## src/rtl/rect_finder_pkg.sv

```systemverilog
// rect_pkg: shared types and helpers for the rectangle finder and the
// corner-flip consumer.
//   - DEF_ROWS / DEF_COLS : default matrix geometry
//   - rf_state_e          : search FSM states
//   - bit_idx()           : flat bit position of element (r,c); (0,0) is the MSB
//   - num_pairs()         : number of row pairs scanned, rows*(rows-1)/2
package rect_pkg;

  localparam int unsigned DEF_ROWS = 4;
  localparam int unsigned DEF_COLS = 4;

  typedef enum logic [1:0] {
    IDLE = 2'd0,
    SCAN = 2'd1,
    DONE = 2'd2
  } rf_state_e;

  function automatic int unsigned bit_idx(input int unsigned rows,
                                          input int unsigned cols,
                                          input int unsigned r,
                                          input int unsigned c);
    return (rows * cols - 1) - (r * cols + c);
  endfunction

  function automatic int unsigned num_pairs(input int unsigned rows);
    return rows * (rows - 1) / 2;
  endfunction

endpackage

```

## src/rtl/rect_finder_col_pair_pick.sv

```systemverilog
// col_pair_pick: combinational picker over the AND of two matrix rows.
//   row_and_i : bit c = column c common to both rows
//   hit_o     : two or more common columns
//   c1_o      : lowest common column
//   c2_o      : second lowest common column
module col_pair_pick #(
  parameter int unsigned COLS = 4,
  parameter int unsigned CW   = 2
) (
  input  logic [COLS-1:0] row_and_i,
  output logic            hit_o,
  output logic [CW-1:0]   c1_o,
  output logic [CW-1:0]   c2_o
);

  logic have1;
  logic have2;

  always_comb begin
    have1 = 1'b0;
    have2 = 1'b0;
    c1_o  = '0;
    c2_o  = '0;
    for (int unsigned i = 0; i < COLS; i++) begin
      if (row_and_i[i]) begin
        if (!have1) begin
          c1_o  = CW'(i);
          have1 = 1'b1;
        end else if (!have2) begin
          c2_o  = CW'(i);
          have2 = 1'b1;
        end
      end
    end
    hit_o = have2;
  end

endmodule

```

## src/rtl/rect_finder.sv

```systemverilog
// rect_finder: sequential search for four 1-bits forming a rectangle in a
// ROWS x COLS matrix, one row pair per clock, first hit in (r1, r2) order.
// Ports:
//   clk, rst        : clock, synchronous active-high reset
//   start           : request a search (sampled only in IDLE)
//   m_in            : matrix, element (r,c) at bit (ROWS*COLS-1)-(r*COLS+c)
//   busy            : high while scanning
//   done            : one-cycle completion pulse
//   found           : rectangle found (valid with done, held until next start)
//   r1, r2, c1, c2  : corner coordinates, r1 < r2, c1 < c2
//   m_out           : only with RECT_FINDER_FLIP_EN; latched matrix with the
//                     four corners inverted on a hit
module rect_finder
  import rect_pkg::*;
#(
  parameter int unsigned ROWS = DEF_ROWS,
  parameter int unsigned COLS = DEF_COLS,
  localparam int unsigned RW = (ROWS > 2) ? $clog2(ROWS) : 1,
  localparam int unsigned CW = (COLS > 2) ? $clog2(COLS) : 1
) (
  input  logic                 clk,
  input  logic                 rst,
  input  logic                 start,
  input  logic [ROWS*COLS-1:0] m_in,
  output logic                 busy,
  output logic                 done,
  output logic                 found,
  output logic [RW-1:0]        r1,
  output logic [RW-1:0]        r2,
  output logic [CW-1:0]        c1,
  output logic [CW-1:0]        c2
`ifdef RECT_FINDER_FLIP_EN
  ,
  output logic [ROWS*COLS-1:0] m_out
`endif
);

  localparam int unsigned MW = (ROWS * COLS > 2) ? $clog2(ROWS * COLS) : 1;

  rf_state_e            state_q, state_d;
  logic [ROWS*COLS-1:0] m_q, m_d;
  logic [RW-1:0]        pr1_q, pr1_d, pr2_q, pr2_d;
  logic                 found_q, found_d;
  logic [RW-1:0]        r1_q, r1_d, r2_q, r2_d;
  logic [CW-1:0]        c1_q, c1_d, c2_q, c2_d;

  logic [COLS-1:0]      row_and;
  logic                 hit;
  logic [CW-1:0]        pc1, pc2;

  always_comb begin
    row_and = '0;
    for (int unsigned c = 0; c < COLS; c++) begin
      row_and[c] = m_q[MW'(bit_idx(ROWS, COLS, 32'(pr1_q), c))]
                 & m_q[MW'(bit_idx(ROWS, COLS, 32'(pr2_q), c))];
    end
  end

  col_pair_pick #(
    .COLS (COLS),
    .CW   (CW)
  ) u_pick (
    .row_and_i (row_and),
    .hit_o     (hit),
    .c1_o      (pc1),
    .c2_o      (pc2)
  );

`ifdef RECT_FINDER_FLIP_EN
  logic [ROWS*COLS-1:0] m_out_q, m_out_d;
  logic [ROWS*COLS-1:0] corner_mask;

  always_comb begin
    corner_mask = '0;
    corner_mask[MW'(bit_idx(ROWS, COLS, 32'(pr1_q), 32'(pc1)))] = 1'b1;
    corner_mask[MW'(bit_idx(ROWS, COLS, 32'(pr1_q), 32'(pc2)))] = 1'b1;
    corner_mask[MW'(bit_idx(ROWS, COLS, 32'(pr2_q), 32'(pc1)))] = 1'b1;
    corner_mask[MW'(bit_idx(ROWS, COLS, 32'(pr2_q), 32'(pc2)))] = 1'b1;
  end

  assign m_out = m_out_q;
`endif

  always_comb begin
    state_d = state_q;
    m_d     = m_q;
    pr1_d   = pr1_q;
    pr2_d   = pr2_q;
    found_d = found_q;
    r1_d    = r1_q;
    r2_d    = r2_q;
    c1_d    = c1_q;
    c2_d    = c2_q;
`ifdef RECT_FINDER_FLIP_EN
    m_out_d = m_out_q;
`endif
    unique case (state_q)
      IDLE: begin
        if (start) begin
          m_d     = m_in;
          pr1_d   = '0;
          pr2_d   = RW'(1);
          found_d = 1'b0;
          r1_d    = '0;
          r2_d    = '0;
          c1_d    = '0;
          c2_d    = '0;
`ifdef RECT_FINDER_FLIP_EN
          m_out_d = '0;
`endif
          state_d = SCAN;
        end
      end
      SCAN: begin
        if (hit) begin
          found_d = 1'b1;
          r1_d    = pr1_q;
          r2_d    = pr2_q;
          c1_d    = pc1;
          c2_d    = pc2;
`ifdef RECT_FINDER_FLIP_EN
          m_out_d = m_q ^ corner_mask;
`endif
          state_d = DONE;
        end else if (pr2_q == RW'(ROWS - 1)) begin
          if (pr1_q == RW'(ROWS - 2)) begin
            // Last pair missed: coordinates were already cleared on start.
            found_d = 1'b0;
`ifdef RECT_FINDER_FLIP_EN
            m_out_d = m_q;
`endif
            state_d = DONE;
          end else begin
            pr1_d = pr1_q + RW'(1);
            pr2_d = pr1_q + RW'(2);
          end
        end else begin
          pr2_d = pr2_q + RW'(1);
        end
      end
      DONE: state_d = IDLE;
      default: state_d = IDLE;
    endcase
  end

  always_ff @(posedge clk) begin
    if (rst) begin
      state_q <= IDLE;
      m_q     <= '0;
      pr1_q   <= '0;
      pr2_q   <= '0;
      found_q <= 1'b0;
      r1_q    <= '0;
      r2_q    <= '0;
      c1_q    <= '0;
      c2_q    <= '0;
`ifdef RECT_FINDER_FLIP_EN
      m_out_q <= '0;
`endif
    end else begin
      state_q <= state_d;
      m_q     <= m_d;
      pr1_q   <= pr1_d;
      pr2_q   <= pr2_d;
      found_q <= found_d;
      r1_q    <= r1_d;
      r2_q    <= r2_d;
      c1_q    <= c1_d;
      c2_q    <= c2_d;
`ifdef RECT_FINDER_FLIP_EN
      m_out_q <= m_out_d;
`endif
    end
  end

  assign busy  = (state_q == SCAN);
  assign done  = (state_q == DONE);
  assign found = found_q;
  assign r1    = r1_q;
  assign r2    = r2_q;
  assign c1    = c1_q;
  assign c2    = c2_q;

endmodule

```

## config.mk

```make
export PLATFORM = sky130hd
export DESIGN_NAME = rect_finder
export DESIGN_NICKNAME = d
export VERILOG_FILES = /design/src/rtl/rect_finder_pkg.sv /design/src/rtl/rect_finder_col_pair_pick.sv /design/src/rtl/rect_finder.sv
export SDC_FILE = /design/constraint.sdc
export NUM_CORES = 1
export LEC_CHECK = 0
export BUFFER_PORTS_ARGS = -buffer_cell sky130_fd_sc_hd__buf_2
export CORE_ASPECT_RATIO = 1.5
export CORE_MARGIN = 4
export CORE_UTILIZATION = 50
export DETAILED_ROUTE_END_ITERATION = 10
export GPL_TIMING_DRIVEN = 0
export PLACE_DENSITY = 0.77
export REMOVE_ABC_BUFFERS = 1
export SYNTH_ARGS = -nofsm -noshare
export SYNTH_HDL_FRONTEND = slang
export SYNTH_SLANG_ARGS = --single-unit
```

## constraint.sdc

```tcl
create_clock -name clk -period 2.7 [get_ports clk]
set_input_delay 0.135 -clock clk [delete_from_list [all_inputs] [get_ports clk]]
set_output_delay 0.135 -clock clk [all_outputs]
set_load 0.05 [all_outputs]
```

==> run metrics <==
grt total ovfl 0; Worst-Margin Slew about 0.87 ns; Post-synth EDFFs 0; most frequent cells in the layout 40 x nand2_1, 32 x a21oi_1, 29 x buf_2, 27 x dfxtp_1; Seq/Total Area, Yosys 36.2%; top-area cell type share of the netlist area a little over a third; CTS tree built; vias in the first global route approximately 1300; status complete, no violations; Worst EP arrival 2.72 ns; Final Non-Filler Cells ~270; n_diodes 0; RSZ-0062 raised after global routing false; DP Wirelength 2440 µm; final setup vio count 0; vias after detailed routing 1507; worst min-delay path category input port to flip-flop; ranking of synthesized cells by area dfxtp_1 36%, a21oi_1 9.3%, nand2_1 8.8%, ha_1 5.1%, nand3_1 2.6%; Mapped Avg Cell Area just over 8 µm²; first-pass GRT wire length a little over 6000 µm; WL per Instance between 10 and 15 µm; CTS Root Cell clkbuf_8; Area after DPL 1820 µm²; CTS Buf Count 5; Seq cells post-synth 31; post-synthesis cell count 208; CTS max path bufs 2; P_leak 0.792 nW; CTS Sinks 31; Cells after DPL 261; Top Ports 30; DRC Markers 0; clock-pin transition on the worst setup and hold timing paths around 0.060 ns; fin. max-slew vios 0; WL final 3550 µm; Max-slew headroom 42.1%; final instance area roughly 2000 µm²; H-tree Lvls 2; post-synth cell types 46; fillers 304; core area about 3200 µm²; Max VDD drop 0.394 mV; area occupied by multi-input gates roughly 1000 µm²; required time of the critical path 2.89 ns; RD Place Congestion 0.880; crit start category flip-flop; utilization after layout 60.7%; GRT Total Usage about 17%; CP max FO 9; initial antenna violation count 0; Iter 0 DRT Violations 32; asr flop ratio synth 0%; PwrDens about 510 nW/µm²; largest area contributor in the netlist dfxtp_1; Syn. warnings 0; Final Skew 0.00566 ns; vias per inst 5.60; largest net degree at the start of global routing 34; die area 4450 µm²; Clk Latency, worst-skew pair 0.27 ns; Die Wd 55.8 µm; IO buf count 29; final period utilization 93.8%; leading cell type in the layout, fill and taps excluded nand2_1; Max-Cap Viols 0; DIE HEIGHT 79.7 µm; row count 25; final hold viol count 0; mapped cell area between 1500 and 2000 µm²; Starting Density 53.2%; total chip power 0.993 mW; CTS Hold Bufs 0; CP Class flip-flop to flip-flop; P&R area growth vs syn 14.1%; sequential cell area between 600 and 700 µm²; Main synth FF type dfxtp_1; fmax 395 MHz; share of post-route cells with drive strength above 1 24.9%; Tmin final 2.53 ns; total iterations of the first detailed-routing run 4; Antenna Nets Post-Route 0; Final nets 256; Setup crit end kind flip-flop
## worst max-delay path: stages, from the launching register on
cell and delay (ns):
dfxtp_4 0.42, mux4_2 0.50, o211ai_1 0.14, buf_4 0.17
ha_2 0.23, inv_1 0.10, a211oi_4 0.29, o21ai_2 0.10
a2111o_1 0.41, o31ai_1 0.06
## power by group
group / switching (mW) / leakage (nW) / internal [mW]
registers: 0.0243 / 0.255 / 0.481
logic: 0.105 / 0.499 / 0.0593
clock network: 0.152 / 0.0371 / 0.171
total: 0.281 / 0.792 / 0.712
## cell usage after synthesis, types with 2 or more instances
cell	number
a211oi_1	2
o32ai_1	2
nor3b_1	2
inv_1	6
nor3_1	2
clkbuf_1	9
o22ai_1	2
nand2_1	40
clkinv_1	2
mux2_1	2
nand2b_1	4
o211ai_1	6
a21oi_1	32
buf_6	3
o21ai_0	4
and2_1	3
nand3_1	9
dfxtp_1	31
nor2_1	10
mux2i_1	4
buf_4	2
ha_1	7
## timing repair
item                                    in CTS  in global routing
endpoints found under the setup margin      14                  6
gates resized for setup                      7                  8
hold endpoints to repair                     0                  0
setup buffers                                0                  2
pin swaps                                    0                  4
cloned                                       0                  0
## per-layer routing
| metal | vias to the layer above | wire [µm] | GRT usage, % |
|---|---|---|---|
| li1 | 772 | - | - |
| met1 | 688 | 1450 | 19.3 |
| met2 | 40 | 1840 | 30.6 |
| met3 | 7 | 194 | 4.69 |
| met4 | 0 | 65 | 6.33 |
| met5 | - | 0 | 0 |
## metrics by stage
step	TNS (ns)	hold WS [ns]	worst slack, ns
after global routing	0	0.0910	0.0178
after global placement	-0.474	0.376	-0.160
after CTS	0	0.0921	0.00581
final	0	0.0956	0.167
after detailed placement	-0.823	0.382	-0.202
after floorplan	0	0.197	0.136
## sequential cells by signal (all words and copies together), names as in the netlist
name	flops
m_q	16
c1	2
c2	2
pr1_q	2
pr2_q	2
r1	2
r2	2
state_q	2
found	1
## cells by family (layout without fill, tap and decap cells)
logic type / after synthesis / count (layout) / share of synthesized area (%)
AND/OR/NAND/NOR: 76 / 76 / 20.0
adder cells (fa/ha/maj): 7 / 7 / 5.11
AO/OA/AOI/OAI: 62 / 62 / 26.0
flip-flops: 31 / 31 / 36.2
multiplexers: 8 / 8 / 5.62
buffers and inverters: 24 / 45 / 7.08
## layout make-up
cell class                      count  area share (%)
Timing Repair Buffer               31            8.19
Inverter                            8            1.54
Clock buffer                        6            3.71
Sequential cell                    31            32.2
Multi-Input combinational cell    153            51.8
Tap cell                           40            2.56
## worst paths after layout
path / slack, ns / depth (start not counted) / from / endpoint
min: 0.1 / 3 / m_in[4] / m_q[4]$_SDFFE_PP0P_
max reg2reg: 0.17 / 9 / pr1_q[1]$_SDFFE_PP0P_ / pr1_q[1]$_SDFFE_PP0P_
min reg2reg: 0.46 / 2 / m_q[13]$_SDFFE_PP0P_ / m_q[13]$_SDFFE_PP0P_
max: 0.17 / 9 / pr1_q[1]$_SDFFE_PP0P_ / pr1_q[1]$_SDFFE_PP0P_
No activity file was read; power rests on OpenSTA's default activity.
